$ cat config.mk
export PLATFORM = sky130hd
export DESIGN_NAME = vending_machine_stock
export DESIGN_NICKNAME = d
export VERILOG_FILES = /design/src/rtl/vending_pkg.sv /design/src/rtl/change_payout.sv /design/src/rtl/vending_machine_stock.sv
export SDC_FILE = /design/constraint.sdc
export NUM_CORES = 1
export LEC_CHECK = 0
export CAP_MARGIN = 20
export CELL_PAD_IN_SITES_DETAIL_PLACEMENT = 1
export CELL_PAD_IN_SITES_GLOBAL_PLACEMENT = 2
export CORE_MARGIN = 2
export CORE_UTILIZATION = 31
export CTS_CLUSTER_SIZE = 12
export DETAILED_ROUTE_END_ITERATION = 10
export MAX_ROUTING_LAYER = met4
export PLACE_DENSITY_LB_ADDON = 0.1
export SYNTH_ARGS = -nofsm -noshare
export SYNTH_HDL_FRONTEND = slang
export SYNTH_SLANG_ARGS = --single-unit
$ cat constraint.sdc
create_clock -name clk -period 2.5 [get_ports clk]
set_input_delay 0.5 -clock clk [delete_from_list [all_inputs] [get_ports clk]]
set_output_delay 0.5 -clock clk [all_outputs]
set_load 0.05 [all_outputs]
$ cat src/rtl/vending_pkg.sv
// Shared types and constants for the stock-tracking vending controller:
// FSM state encoding, change denominations and the product price rule.
package vending_pkg;

    typedef enum logic [1:0] {
        IDLE   = 2'd0,
        VEND   = 2'd1,
        PAYOUT = 2'd2
    } state_t;

    localparam int DENOM_50 = 50;
    localparam int DENOM_10 = 10;
    localparam int DENOM_5  = 5;
    localparam int DENOM_1  = 1;

    function automatic int price(input int k, input int base, input int step);
        return base + (k - 1) * step;
    endfunction

endpackage

$ cat src/rtl/change_payout.sv
// Change hopper sequencer: holds the payout balance and emits one greedy coin
// per cycle until the balance is exhausted.
module change_payout
    import vending_pkg::*;
#(
    parameter int CREDIT_W = 7
) (
    input  logic                clk,
    input  logic                rst_n,
    input  logic                load,
    input  logic [CREDIT_W-1:0] balance,
    output logic [CREDIT_W-1:0] coin,
    output logic                valid,
    output logic                done
);

    logic [CREDIT_W-1:0] remaining;

    function automatic logic [CREDIT_W-1:0] pick(input logic [CREDIT_W-1:0] b);
        if (b >= CREDIT_W'(DENOM_50))      return CREDIT_W'(DENOM_50);
        else if (b >= CREDIT_W'(DENOM_10)) return CREDIT_W'(DENOM_10);
        else if (b >= CREDIT_W'(DENOM_5))  return CREDIT_W'(DENOM_5);
        else if (b >= CREDIT_W'(DENOM_1))  return CREDIT_W'(DENOM_1);
        else                               return '0;
    endfunction

    always_ff @(posedge clk or negedge rst_n) begin
        if (!rst_n) begin
            remaining <= '0;
        end else if (load) begin
            remaining <= balance;
        end else if (remaining != '0) begin
            remaining <= remaining - coin;
        end
    end

    // done flags the coin that empties the balance
    assign coin  = pick(remaining);
    assign valid = (remaining != '0);
    assign done  = valid && (remaining == coin);

endmodule

$ cat src/rtl/vending_machine_stock.sv
// Multi-product vending controller with per-product stock and coin-by-coin change.
// Define VENDING_RESTOCK_EN to add the restock/restock_id refill ports.
module vending_machine_stock
    import vending_pkg::*;
#(
    parameter int NUM_DRINKS = 4,
    parameter int SEL_W      = 3,
    parameter int CREDIT_W   = 7,
    parameter int STOCK_W    = 4,
    parameter int INIT_STOCK = 3,
    parameter int PRICE_BASE = 10,
    parameter int PRICE_STEP = 5
) (
    input  logic                clk,
    input  logic                rst_n,
    input  logic [CREDIT_W-1:0] coin,
    input  logic                coin_valid,
    input  logic [SEL_W-1:0]    sel,
    input  logic                sel_valid,
    input  logic                cancel,
`ifdef VENDING_RESTOCK_EN
    input  logic                restock,
    input  logic [SEL_W-1:0]    restock_id,
`endif
    output logic [CREDIT_W-1:0] credit,
    output logic                dispense_valid,
    output logic [SEL_W-1:0]    dispense_id,
    output logic [CREDIT_W-1:0] change,
    output logic                change_valid,
    output logic                coin_reject,
    output logic                sel_error,
    output logic                insufficient,
    output logic                sold_out,
    output logic                busy
);

    state_t              state, state_nxt;
    logic [STOCK_W-1:0]  stock [NUM_DRINKS];
    logic [STOCK_W-1:0]  sel_stock;
    logic [CREDIT_W:0]   sel_price, coin_sum;
    logic                in_idle, sel_in_range, coin_legal;
    logic                cancel_go, sel_evt, sel_ok, coin_ok, payout_load;
    logic                coin_reject_nxt, sel_error_nxt, sold_out_nxt, insufficient_nxt;
    logic [CREDIT_W-1:0] payout_coin;
    logic                payout_valid, payout_done;

    // Prices that do not fit CREDIT_W+1 bits clamp to all-ones, which no credit can reach
    function automatic logic [CREDIT_W:0] price_sat(input int p);
        if (p < 0 || p >= (1 << (CREDIT_W + 1)) - 1) return '1;
        else                                          return (CREDIT_W+1)'(p);
    endfunction

    always_ff @(posedge clk or negedge rst_n) begin
        if (!rst_n) state <= IDLE;
        else        state <= state_nxt;
    end

    always_comb begin
        in_idle      = (state == IDLE);
        sel_in_range = (sel != '0) && (sel <= SEL_W'(NUM_DRINKS));
        sel_stock    = '0;
        for (int k = 0; k < NUM_DRINKS; k++)
            if (sel == SEL_W'(k + 1)) sel_stock = stock[k];
        sel_price  = price_sat(price(int'(sel), PRICE_BASE, PRICE_STEP));
        coin_sum   = {1'b0, credit} + {1'b0, coin};
        coin_legal = (coin == CREDIT_W'(DENOM_1))  || (coin == CREDIT_W'(DENOM_5)) ||
                     (coin == CREDIT_W'(DENOM_10)) || (coin == CREDIT_W'(DENOM_50));
        // Priority in IDLE: cancel, then selection, then coin
        cancel_go   = in_idle && cancel && (credit != '0);
        sel_evt     = in_idle && !cancel && sel_valid;
        sel_ok      = sel_evt && sel_in_range && (sel_stock != '0) && ({1'b0, credit} >= sel_price);
        coin_ok     = in_idle && !cancel && !sel_valid && coin_valid && coin_legal && !coin_sum[CREDIT_W];
        payout_load = cancel_go || ((state == VEND) && (credit != '0));
        state_nxt   = state;
        unique case (state)
            IDLE:    if (cancel_go) state_nxt = PAYOUT;
                     else if (sel_ok) state_nxt = VEND;
            VEND:    state_nxt = (credit != '0) ? PAYOUT : IDLE;
            PAYOUT:  if (payout_done || !payout_valid) state_nxt = IDLE;
            default: state_nxt = IDLE;
        endcase
    end

    always_comb begin
        busy             = (state != IDLE);
        change_valid     = (state == PAYOUT) && payout_valid;
        change           = change_valid ? payout_coin : '0;
        coin_reject_nxt  = coin_valid && !coin_ok;
        sel_error_nxt    = sel_evt && !sel_in_range;
        sold_out_nxt     = sel_evt && sel_in_range && (sel_stock == '0);
        insufficient_nxt = sel_evt && sel_in_range && (sel_stock != '0) && ({1'b0, credit} < sel_price);
    end

    always_ff @(posedge clk or negedge rst_n) begin
        if (!rst_n) begin
            credit         <= '0;
            dispense_valid <= 1'b0;
            dispense_id    <= '0;
            coin_reject    <= 1'b0;
            sel_error      <= 1'b0;
            insufficient   <= 1'b0;
            sold_out       <= 1'b0;
        end else begin
            if (payout_load)  credit <= '0;
            else if (sel_ok)  credit <= credit - sel_price[CREDIT_W-1:0];
            else if (coin_ok) credit <= coin_sum[CREDIT_W-1:0];
            dispense_valid <= sel_ok;
            dispense_id    <= sel_ok ? sel : '0;
            coin_reject    <= coin_reject_nxt;
            sel_error      <= sel_error_nxt;
            insufficient   <= insufficient_nxt;
            sold_out       <= sold_out_nxt;
        end
    end

    // A refill landing on the product being vended overrides the decrement
    always_ff @(posedge clk or negedge rst_n) begin
        if (!rst_n) begin
            for (int k = 0; k < NUM_DRINKS; k++) stock[k] <= STOCK_W'(INIT_STOCK);
        end else begin
            for (int k = 0; k < NUM_DRINKS; k++) begin
                if (sel_ok && (sel == SEL_W'(k + 1))) stock[k] <= stock[k] - STOCK_W'(1);
`ifdef VENDING_RESTOCK_EN
                if (restock && (restock_id == SEL_W'(k + 1))) stock[k] <= '1;
`endif
            end
        end
    end

    change_payout #(.CREDIT_W(CREDIT_W)) u_payout (
        .clk     (clk),
        .rst_n   (rst_n),
        .load    (payout_load),
        .balance (credit),
        .coin    (payout_coin),
        .valid   (payout_valid),
        .done    (payout_done)
    );

endmodule

[Yosys cells after proc, flatten, opt, wreduce, memory -nomap -nowiden]
Index checks and enable logic that the tools add are counted.
Storage, ports and cells
  input port bits: 15
  bits in registers: 40
  word-level logic and storage cells: 111
Operators by class
  order comparisons: 9
  eq/ne operators: 13
  reduce and logical (&&, ||, !) cells: 45
  $mul: 1
  mux-type cells: 21
  $add $sub $neg: 9
Operators by type and width (count)
  2-to-1 mux 7 bit: 9
  logical AND 1 bit: 23
  2-to-1 mux 4 bit: 4
  subtractor 4 x 1 -> 4 bit, second input constant: 4
  nonzero test 7 bit: 2
  subtractor 7 bit: 2
  adder 5 x 8 -> 9 bit, first input constant: 1
  >= comparator 9 bit, second input constant: 1
  less-than comparator 9 x 1 -> 1 bit, second input constant: 1
  adder 7 x 7 -> 8 bit: 1
  >= comparator 7 x 8 -> 1 bit: 1
  less-than comparator 7 x 8 -> 1 bit: 1
  multiplier 4 x 4 -> 8 bit, second input constant: 1
  2-to-1 mux 2 bit: 4
  2-to-1 mux 8 bit: 1
  equality test 7 x 1 -> 1 bit, second input constant: 1
  equality test 7 x 3 -> 1 bit, second input constant: 1
  equality test 7 x 4 -> 1 bit, second input constant: 1
  equality test 7 x 6 -> 1 bit, second input constant: 1
  equality test 7 bit: 1
  >= comparator 7 x 1 -> 1 bit, second input constant: 1
  >= comparator 7 x 3 -> 1 bit, second input constant: 1
  >= comparator 7 x 4 -> 1 bit, second input constant: 1
  >= comparator 7 x 6 -> 1 bit, second input constant: 1
  20 further kinds: 33

[Depth between registers and ports, before layout]
Gate-level depths: netlist (run 1).
  depth after elaboration: 11
  depth in mapped cells: 21

[Hierarchy]
Synthesis (run 1) repeated with hierarchy kept, for this count alone.
Second synthesis, totals
  cells, all modules: 352
  area, all modules: 3264.4 um^2
Modules (own cells, without submodules)
  vending_machine_stock: cells an instance 272, area each 2597.5 um^2, seq. area each 835.8 um^2, times used 1
  change_payout: cells an instance 80, area each 666.9 um^2, seq. area each 175.2 um^2, times used 1

[Worst setup path after synthesis (run 1)]
Ideal clock, no wire load.
  path kind: input to register
  start point: in sel[0]
  end point: reg credit[0]
  data required time: 2.346 ns
  cell stages on the path: 21
  arrival time: 4.624 ns
  setup time: 0.154 ns
  path buffers: 1
  slack: -2.278 ns
  cell sequence: inv_1 -> ha_1 -> ha_1 -> xnor2_1 -> ha_1 -> ha_1 -> and2_1 -> o22ai_1 -> nand2_1 -> ha_1 -> nor2b_1 -> nand2_1 -> nor2_1 -> ha_1 -> nor2b_1 -> o31a_1 -> o31a_1 -> o311a_1 -> buf_2 -> nand2_1 -> a311oi_1
Between the ends
  cells in the longest elaborated chain, start to end: 10
  elaborated cells on any way between the ends: 27
  classes of those cells: add/sub (3); mul (1); order compare (4); eq/ne (4); mux (7); reduce/logical (8)
Ends and longest elaborated chain
  start, declared: RTL line vending_machine_stock.sv:18  | input logic [SEL_W-1:0] sel,
  subtractor 3 x 1 -> 4 bit / equality test 3 x 1 -> 1 bit (equally long branches): RTL line vending_pkg.sv:17, vending_machine_stock.sv:63
  multiplier 4 x 4 -> 8 bit / 2-to-1 mux 4 bit (equally long branches): RTL line vending_pkg.sv:17, vending_machine_stock.sv:63
  adder 5 x 8 -> 9 bit / 2-to-1 mux 4 bit (equally long branches): RTL line vending_pkg.sv:17, vending_machine_stock.sv:63
  less-than comparator 9 x 1 -> 1 bit (tied with other cells): RTL line vending_machine_stock.sv:49  | if (p < 0 || p >= (1 << (CREDIT_W + 1)) - 1) return '1;
  logical OR 1 bit / 2-to-1 mux 4 bit (equally long branches): RTL line vending_machine_stock.sv:49, vending_machine_stock.sv:63
  2-to-1 mux 8 bit / nonzero test 4 bit (equally long branches): RTL line vending_machine_stock.sv:49, vending_machine_stock.sv:71
  >= comparator 7 x 8 -> 1 bit / logical AND 1 bit (equally long branches): RTL line vending_machine_stock.sv:71  | sel_ok = sel_evt && sel_in_range && (sel_stock != '0) && ({1'b0, credit} >= sel_price);
  logical AND 1 bit: RTL line vending_machine_stock.sv:71
  2-to-1 mux 7 bit: RTL line vending_machine_stock.sv:105  | else if (sel_ok) credit <= credit - sel_price[CREDIT_W-1:0];
  2-to-1 mux 7 bit: RTL line vending_machine_stock.sv:104  | if (payout_load) credit <= '0;
  end signal, assigned: RTL line vending_machine_stock.sv:105
  end signal, assigned: RTL line vending_machine_stock.sv:106  | else if (coin_ok) credit <= coin_sum[CREDIT_W-1:0];
  end, declared: RTL line vending_machine_stock.sv:25  | output logic [CREDIT_W-1:0] credit,
Several ways; a longest one is shown, not always the timed one.
A chain may end at the register's enable or synchronous reset.

[Final worst setup path (run 1)]
  start point: in sel[1]
  end point: reg credit[1]
The elaborated chain is that of the path after synthesis.

==> impl_results.md, run 1 <==
- TNS Setup: -51.25 ns
- Max VDD drop: 0.7051 mV
- Power density cells: 871.0 mW/mm2
- Register bit total from synthesis: 40
- Top Ports: 39
- Main combinational cell family by area after synthesis: simple AND/OR/NAND/NOR gates
- Crit end category: register
- Die ar.: 0.01090 mm2
- CORE AREA: 0.009774 mm2
- Starting density of the core: 31.96%
- Share of the synthesized area in the top cell type: 25.63%
- DP HPWL: 7873 um
- Relative slew slack: 38.06%
- Vias in the first global route: 3332
- Routed wire per std cell: 16.82 um
- Antenna Cells: 0
- CP Class: in -> reg
- CP Cell Sequence: buf_12 > inv_12 > ha_4 > ha_4 > xnor2_2 > ha_1 > ha_4 > and2_4 > o22ai_4 > nand2_2 > ha_4 > nor2b_4 > nand2_2 > nor2_1 > ha_1 > nor2b_4 > o31a_1 > o31a_1 > buf_4 > o311a_4 > and3_4 > a311oi_2
- Worst Reg-to-Reg Cells: 10
- Commonest cells in the netlist: ha_1 (36), dfrtp_1 (32), inv_1 (29), nand2_1 (29), nor2_1 (25)
- Worst r2r dst: credit[1]
- CP bufs+invs: 3
- Worst-path maximum fanout: 5
- Port bufs: 37
- Final hold violation count: 0
- Nature of the critical path startpoint: input port
- Synth Warn #: 0
- Tmin final: 4.335 ns
- Synth Area in Simple Gates: 22.59%
- Die H: 104.4 um
- Reg clk slew, reported paths: 0.09 ns
- Cell family with most CP delay: adder cells
- CTS Sinks: 40
- Drt pass-1 iters: 4
- Placed Area: 0.004529 mm2
- Leak Pwr: 0.002363 uW
- Vias: 3050
- Top post-synthesis cells by area: dfrtp_1 (26%), ha_1 (14%), dfstp_2 (6.7%)
- Mux cell area share after synthesis: 1.602%
- Synthesized area: 0.003124 mm2
- Pin count of the biggest net entering global routing: 40
- H-tree depth: 2
- Count of final max-slew check failures: 0
- Final period util: 173.4%
- Post-route ant nets: 0
- Yosys top cell by area: dfrtp_1
- Max-cap violations: 0
- Synth Area in Adders: 16.34%
- Layout Area Growth over Synthesis: 61.31%
- Finished Cell Area: 0.005040 mm2
- Slowest cell on the critical path: o31a_1
- Leading cell type by number of instances after synthesis: ha_1
- Crit path DAT: 4.54 ns
- Required @ worst endpoint: 2.70 ns
- Skew-Pair Late Insertion Delay: 0.30 ns
- RSZ-0062 raised after global routing: true
- Die W: 104.4 um
- Residual DRC: 0
- Syn avg cell area: 9.082 um2
- Vias per cell: 4.984
- Max Root-Sink Buffers: 2
- Max Clk Rate: 230.7 MHz
- DR iter-0 viols: 116
- Total gr overflow: 0
- GRT Overall Usage: 19.74%
- Worst Hold Class: in -> async
- Setup violations, final: 29
- Setup WS post-layout: -1.835 ns
- Fill cells: 1107
- Layout cells sized above 1: 42.80%
- Asr flop ratio synth: 100.0%
- Seq/Total Area, Yosys: 32.36%
- CP peak stage delay: 0.37 ns
- Status: complete, but fails checks
- Number of synthesized flops with an enable pin: 0
- First-pass GRT wire length: 16960 um
- Routed wire length: 10290 um
- Worst-margin pin slew: 0.9290 ns
- Xor/xnor share of the synthesized area: 4.766%
- Nets@finish: 532
- Synthesized instance count: 344
- Cts bufs inserted: 5
- Compound-Gate Fraction of Synth Area: 17.10%
- Cts hold-fix bufs: 0
- # rows: 36
- CTS root buf: clkbuf_8
- Post-synth top flop: dfrtp_1
- Cell mode on critical path: ha_4
- Initial antenna violation count: 0
- R2r setup slk: -0.12 ns
- Final Wtd Congestion: 0.8533
- TritonCTS clock tree: done
- Violated checks: negative setup slack
- Worst R2R Start: credit[0]
- Distinct cells, synth: 61
- Clock Skew: 0.01122 ns
-- flip-flops by register name (all words and copies together) (netlist names) --
register            count
coin_reject             1
credit                  7
dispense_id             3
dispense_valid          1
insufficient            1
sel_error               1
sold_out                1
state                   2
stock                  16
u_payout.remaining      7
-- metal layers --
metal	wire length [um]	global-route usage (%)	part of all wire, %
met1	4794	25.35	47
met3	142	1.817	1.4
met5	0	-	0
met4	77	3.475	0.75
met2	5278	34.22	51
-- metrics by stage --
step	instances	setup WS, ns	utilization (%)	total power, uW	hold WS, ns
CTS	606	-1.882	49.90	4187	0.3631
finish	612	-1.835	51.56	4390	0.3344
floorplan	345	-2.039	-	2322	0.2044
detailed placement	592	-2.837	46.34	3485	0.4532
global route	612	-1.978	51.56	4690	0.3972
global placement	592	-2.684	46.34	3446	0.4550
-- area by class of cell --
class	count	area [um2]	share of cell area, %
Multi-Input combinational cell	270	2434	48.29
Timing Repair Buffer	132	1180	23.41
Sequential cell	40	1011	20.06
Tap cell	133	166.4	3.302
Inverter	29	133.9	2.656
Clock buffer	5	68.82	1.365
Clock inverter	3	46.29	0.9186
-- where the power goes --
| group | switching (uW) | leakage, uW | total [uW] | internal (uW) |
|---|---|---|---|---|
| clock | 258 | 0.0000548 | 559 | 301 |
| sequential | 97.2 | 0.000503 | 852 | 754 |
| combinational | 1530 | 0.00181 | 2980 | 1450 |
-- worst reg2reg max path, stage by stage, from the launching register on --
cell	delay [ns]
dfrtp_1	0.38
inv_1	0.16
ha_4	0.18
fa_2	0.23
nor2b_4	0.05
o31a_1	0.32
o31a_1	0.37
buf_4	0.16
o311a_4	0.34
and3_4	0.16
a311oi_2	0.19
-- worst max-delay path by stage --
stage	start	end	cells after the start
2_1_floorplan	sel[1]	credit[1]	21
3_3_place_gp	sel[1]	credit[1]	21
3_5_place_dp	sel[1]	credit[1]	21
4_1_cts	sel[0]	stock[6]	23
5_1_grt	sel[0]	credit[6]	22
6_report	sel[1]	credit[1]	22
-- logic make-up after synthesis --
kind of cell	Yosys count
flip-flops	40
other	1
multiplexers	5
AND/OR/NAND/NOR	130
XOR/XNOR	17
buffers and inverters	37
AO/OA/AOI/OAI	75
adder cells (fa/ha/maj)	39
-- layout by cell type (no fill, tap or decap), drive strengths merged, types with 6 or more instances in the layout --
cell type,count
clkdlybuf4s50,26
dfrtp,32
nand3,6
nor3,18
a21oi,10
xnor2,12
buf,105
nand2,30
o21ai,16
nor2,26
o21a,6
ha,36
inv,30
dfstp,8
or3,6
a211oi,9
nor2b,9
and3,11
-- what timing repair did --
action,in CTS,in global routing
setup endpoints to repair,36,34
gates cloned,2,0
pin swaps,34,25
resized for setup,48,28
buffers inserted,6,7
Note: power is estimated with default switching activity, not from simulation.
==> run 2, diff against run 1 <==
SETUP_SLACK_MARGIN = 0.02   (was not set)
==> run 2 against run 1 <==
The run still ends with negative setup slack left; total power increased by 3.0%; global-route usage increased by 0.17 points; maximum frequency increased by 0.13%; critical path depth unchanged; non-clock buffer count increased by 9; sequential cell count unchanged; via count increased by 1.9%; sequential power decreased by 1%; register-to-register slack got worse by 0.04 ns; clock skew decreased by 0.0053 ns; die area unchanged; sequential share of layout area decreased by 0.75 points; largest cell class unchanged.
==> impl_results.md, run 2 (same netlist as run 1, synthesis figures left out) <==
- TritonCTS clock tree: done (unchanged)
- Switch Pwr: 1896 uW (was 1881 uW)
- Combinational Power Share: 68.2% (was 67.9%)
- Crit path to: credit[3] (was credit[1])
- Crit end category: register (unchanged)
- Power density cells: 863.5 mW/mm2 (was 871.0 mW/mm2)
- Die ar.: 0.01090 mm2 (unchanged)
- Required @ worst endpoint: 2.71 ns (was 2.70 ns)
- Pin count of the biggest net entering global routing: 39 (was 40)
- R2r setup slk: -0.16 ns (was -0.12 ns)
- Placed Area: 0.004574 mm2 (was 0.004529 mm2)
- Slowest cell on the critical path: o311a_4 (was o31a_1)
- Layout cells sized above 1: 46.31% (was 42.80%)
- Reg power frac: 18.6% (was 19.4%)
- RSZ-0062 raised after global routing: true (unchanged)
- Post-route ant nets: 0 (unchanged)
- Relative slew slack: 39.56% (was 38.06%)
- Violated checks: negative setup slack (unchanged)
- Antenna Cells: 0 (unchanged)
- Final Wtd Congestion: 0.8510 (was 0.8533)
- Routed wire length: 10310 um (was 10290 um)
- Total gr overflow: 0 (unchanged)
- Finished Cell Area: 0.005236 mm2 (was 0.005040 mm2)
- Leak Pwr: 0.002419 uW (was 0.002363 uW)
- Residual DRC: 0 (unchanged)
- Multi-input logic area: 0.002544 mm2 (was 0.002434 mm2)
- Nets@finish: 541 (was 532)
- Nature of the critical path startpoint: input port (unchanged)
- Top Ports: 39 (unchanged)
- Layout Area Growth over Synthesis: 67.60% (was 61.31%)
- CP Cell Sequence: buf_12 > inv_12 > ha_4 > ha_4 > ha_4 > a21o_1 > ha_4 > and2_4 > o22ai_4 > nand2_2 > ha_4 > nor2b_4 > nand2_2 > nor2_2 > ha_1 > nor2b_4 > o31a_1 > o31a_1 > o311a_4 > buf_6 > o211a_1 > a211oi_2 (was buf_12 > inv_12 > ha_4 > ha_4 > xnor2_2 > ha_1 > ha_4 > and2_4 > o22ai_4 > nand2_2 > ha_4 > nor2b_4 > nand2_2 > nor2_1 > ha_1 > nor2b_4 > o31a_1 > o31a_1 > buf_4 > o311a_4 > and3_4 > a311oi_2)
- Die W: 104.4 um (unchanged)
- Worst-margin pin slew: 0.9066 ns (was 0.9290 ns)
- Clk pwr share: 13.1% (was 12.7%)
- Vias per cell: 5.003 (was 4.984)
- Reg clk slew, reported paths: 0.08 ns (was 0.09 ns)
- Initial antenna violation count: 0 (unchanged)
- Worst r2r dst: credit[3] (was credit[1])
- Starting density of the core: 31.96% (unchanged)
- Most frequent cells in the layout: buf_4 (97), dfrtp_1 (32), clkdlybuf4s50_1 (26) (was buf_4 (91), dfrtp_1 (32), inv_1 (26), ha_1 (26), clkdlybuf4s50_1 (26))
- Cts bufs inserted: 5 (unchanged)
- CP peak stage delay: 0.44 ns (was 0.37 ns)
- Worst Hold Class: in -> async (unchanged)
- Fill cells: 1107 (unchanged)
- Max Clk Rate: 231.0 MHz (was 230.7 MHz)
- CP Class: in -> reg (unchanged)
- Setup WS post-layout: -1.830 ns (was -1.835 ns)
- Pint: 2625 uW (was 2509 uW)
- Cts hold-fix bufs: 0 (unchanged)
- Cell mode on critical path: ha_4 (unchanged)
- Drt pass-1 iters: 4 (unchanged)
- Routed wire per std cell: 16.61 um (was 16.82 um)
- Reg with most FFs: stock (unchanged)
- Final period util: 173.2% (was 173.4%)
- Largest regs: stock x16, credit x7, u_payout.remaining x7 (unchanged)
- Status: complete, but fails checks (unchanged)
- Vias: 3107 (was 3050)
- CTS root buf: clkbuf_8 (unchanged)
- Die H: 104.4 um (unchanged)
- Crit path launch: sel[0] (was sel[1])
- CTS Sinks: 40 (unchanged)
- Commonest non-fill, non-tap cell in the layout: buf_4 (unchanged)
- First-pass GRT wire length: 17160 um (was 16960 um)
- Max-cap violations: 0 (unchanged)
- Worst Reg-to-Reg Cells: 10 (unchanged)
- CORE AREA: 0.009774 mm2 (unchanged)
- Tmin final: 4.330 ns (was 4.335 ns)
- Worst-path maximum fanout: 5 (unchanged)
- Max VDD drop: 0.7448 mV (was 0.7051 mV)
- Vias in the first global route: 3419 (was 3332)
- Skew-Pair Late Insertion Delay: 0.30 ns (about the same)
- Clock Skew: 0.005929 ns (was 0.01122 ns)
- GRT Overall Usage: 19.91% (was 19.74%)
- Switching share of power: 41.94% (was 42.84%)
- DR iter-0 viols: 55 (was 116)
- Util after Layout: 53.57% (was 51.56%)
- # rows: 36 (unchanged)
- FF/Latch Area: 0.001011 mm2 (unchanged)
- Port bufs: 37 (unchanged)
- Max Root-Sink Buffers: 2 (unchanged)
- H-tree depth: 2 (unchanged)
- Worst R2R Start: credit[0] (unchanged)
- Largest register FFs: 16 (unchanged)
- Count of final max-slew check failures: 0 (unchanged)
- Setup violations, final: 29 (unchanged)
- Final hold violation count: 0 (unchanged)
- Crit path DAT: 4.54 ns (about the same)
- DP HPWL: 7997 um (was 7873 um)
-- run 2: cell types whose count changed in the layout (fill, tap and decap cells not counted), moves of 2 or more --
cell,change
nor2_4,+4
buf_6,+3
ha_4,+4
inv_1,-2
buf_4,+6
ha_1,-3
clkbuf_8,+2
nor2_1,-4
-- run 2: critical path, delay by kind of cell --
family                   cells  cell delay [ns]
buffers and inverters        3             0.25
AND/OR/NAND/NOR              6             0.62
adder cells (fa/ha/maj)      6             1.33
AO/OA/AOI/OAI                7             1.83
-- run 2: what timing repair did --
| item | 4_1_cts | 5_1_grt |
|---|---|---|
| buffers inserted | 9 | 6 |
| cloned | 0 | 2 |
| pin swaps | 36 | 25 |
| gates resized for setup | 60 | 40 |
| setup endpoints to repair | 38 | 37 |
-- run 2: how the worst min path moves through the flow --
stage,slack [ns],depth (start not counted),start,endpoint
finish,0.32,1,rst_n,u_payout.remaining[4]
global route,0.40,1,rst_n,coin_reject
CTS,0.36,1,rst_n,u_payout.remaining[4]
detailed placement,0.45,1,stock[14],stock[14]
global placement,0.46,1,stock[15],stock[15]
floorplan,0.20,0,rst_n,coin_reject
-- run 2: per-stage QoR --
step	power, uW	instances	setup TNS, ns	hold WS [ns]	setup slack (ns)
floorplan	2326	345	-57.00	0.2044	-2.039
global placement	3451	598	-75.86	0.4581	-2.682
detailed placement	3516	598	-79.16	0.4521	-2.829
CTS	4404	614	-50.39	0.3610	-1.846
global route	4844	621	-53.49	0.3991	-1.941
finish	4522	621	-49.95	0.3167	-1.830
-- run 2: area by class of cell --
cell class / count / share of cell area [%]
Clock inverter: 1 / 0.5735
Inverter: 29 / 2.605
Multi-Input combinational cell: 270 / 48.58
Sequential cell: 40 / 19.31
Clock buffer: 7 / 1.840
Tap cell: 133 / 3.178
Timing Repair Buffer: 141 / 23.92
-- run 2: power by group through the flow --
stage	Sequential [uW]	Clock (uW)	Combinational, uW
6_report	843	594	3080
5_1_grt	856	631	3360
4_1_cts	840	607	2960
3_5_place_dp	832	0	2680
3_3_place_gp	832	0	2620
2_1_floorplan	966	0	1360
-- run 2: metal layers --
layer	part of all wire, %	up-vias	track usage [%]
met4	1.2	0	5.405
li1	-	1524	-
met1	48	1541	25.23
met3	1.5	11	2.005
met5	0	-	-
met2	50	31	33.85
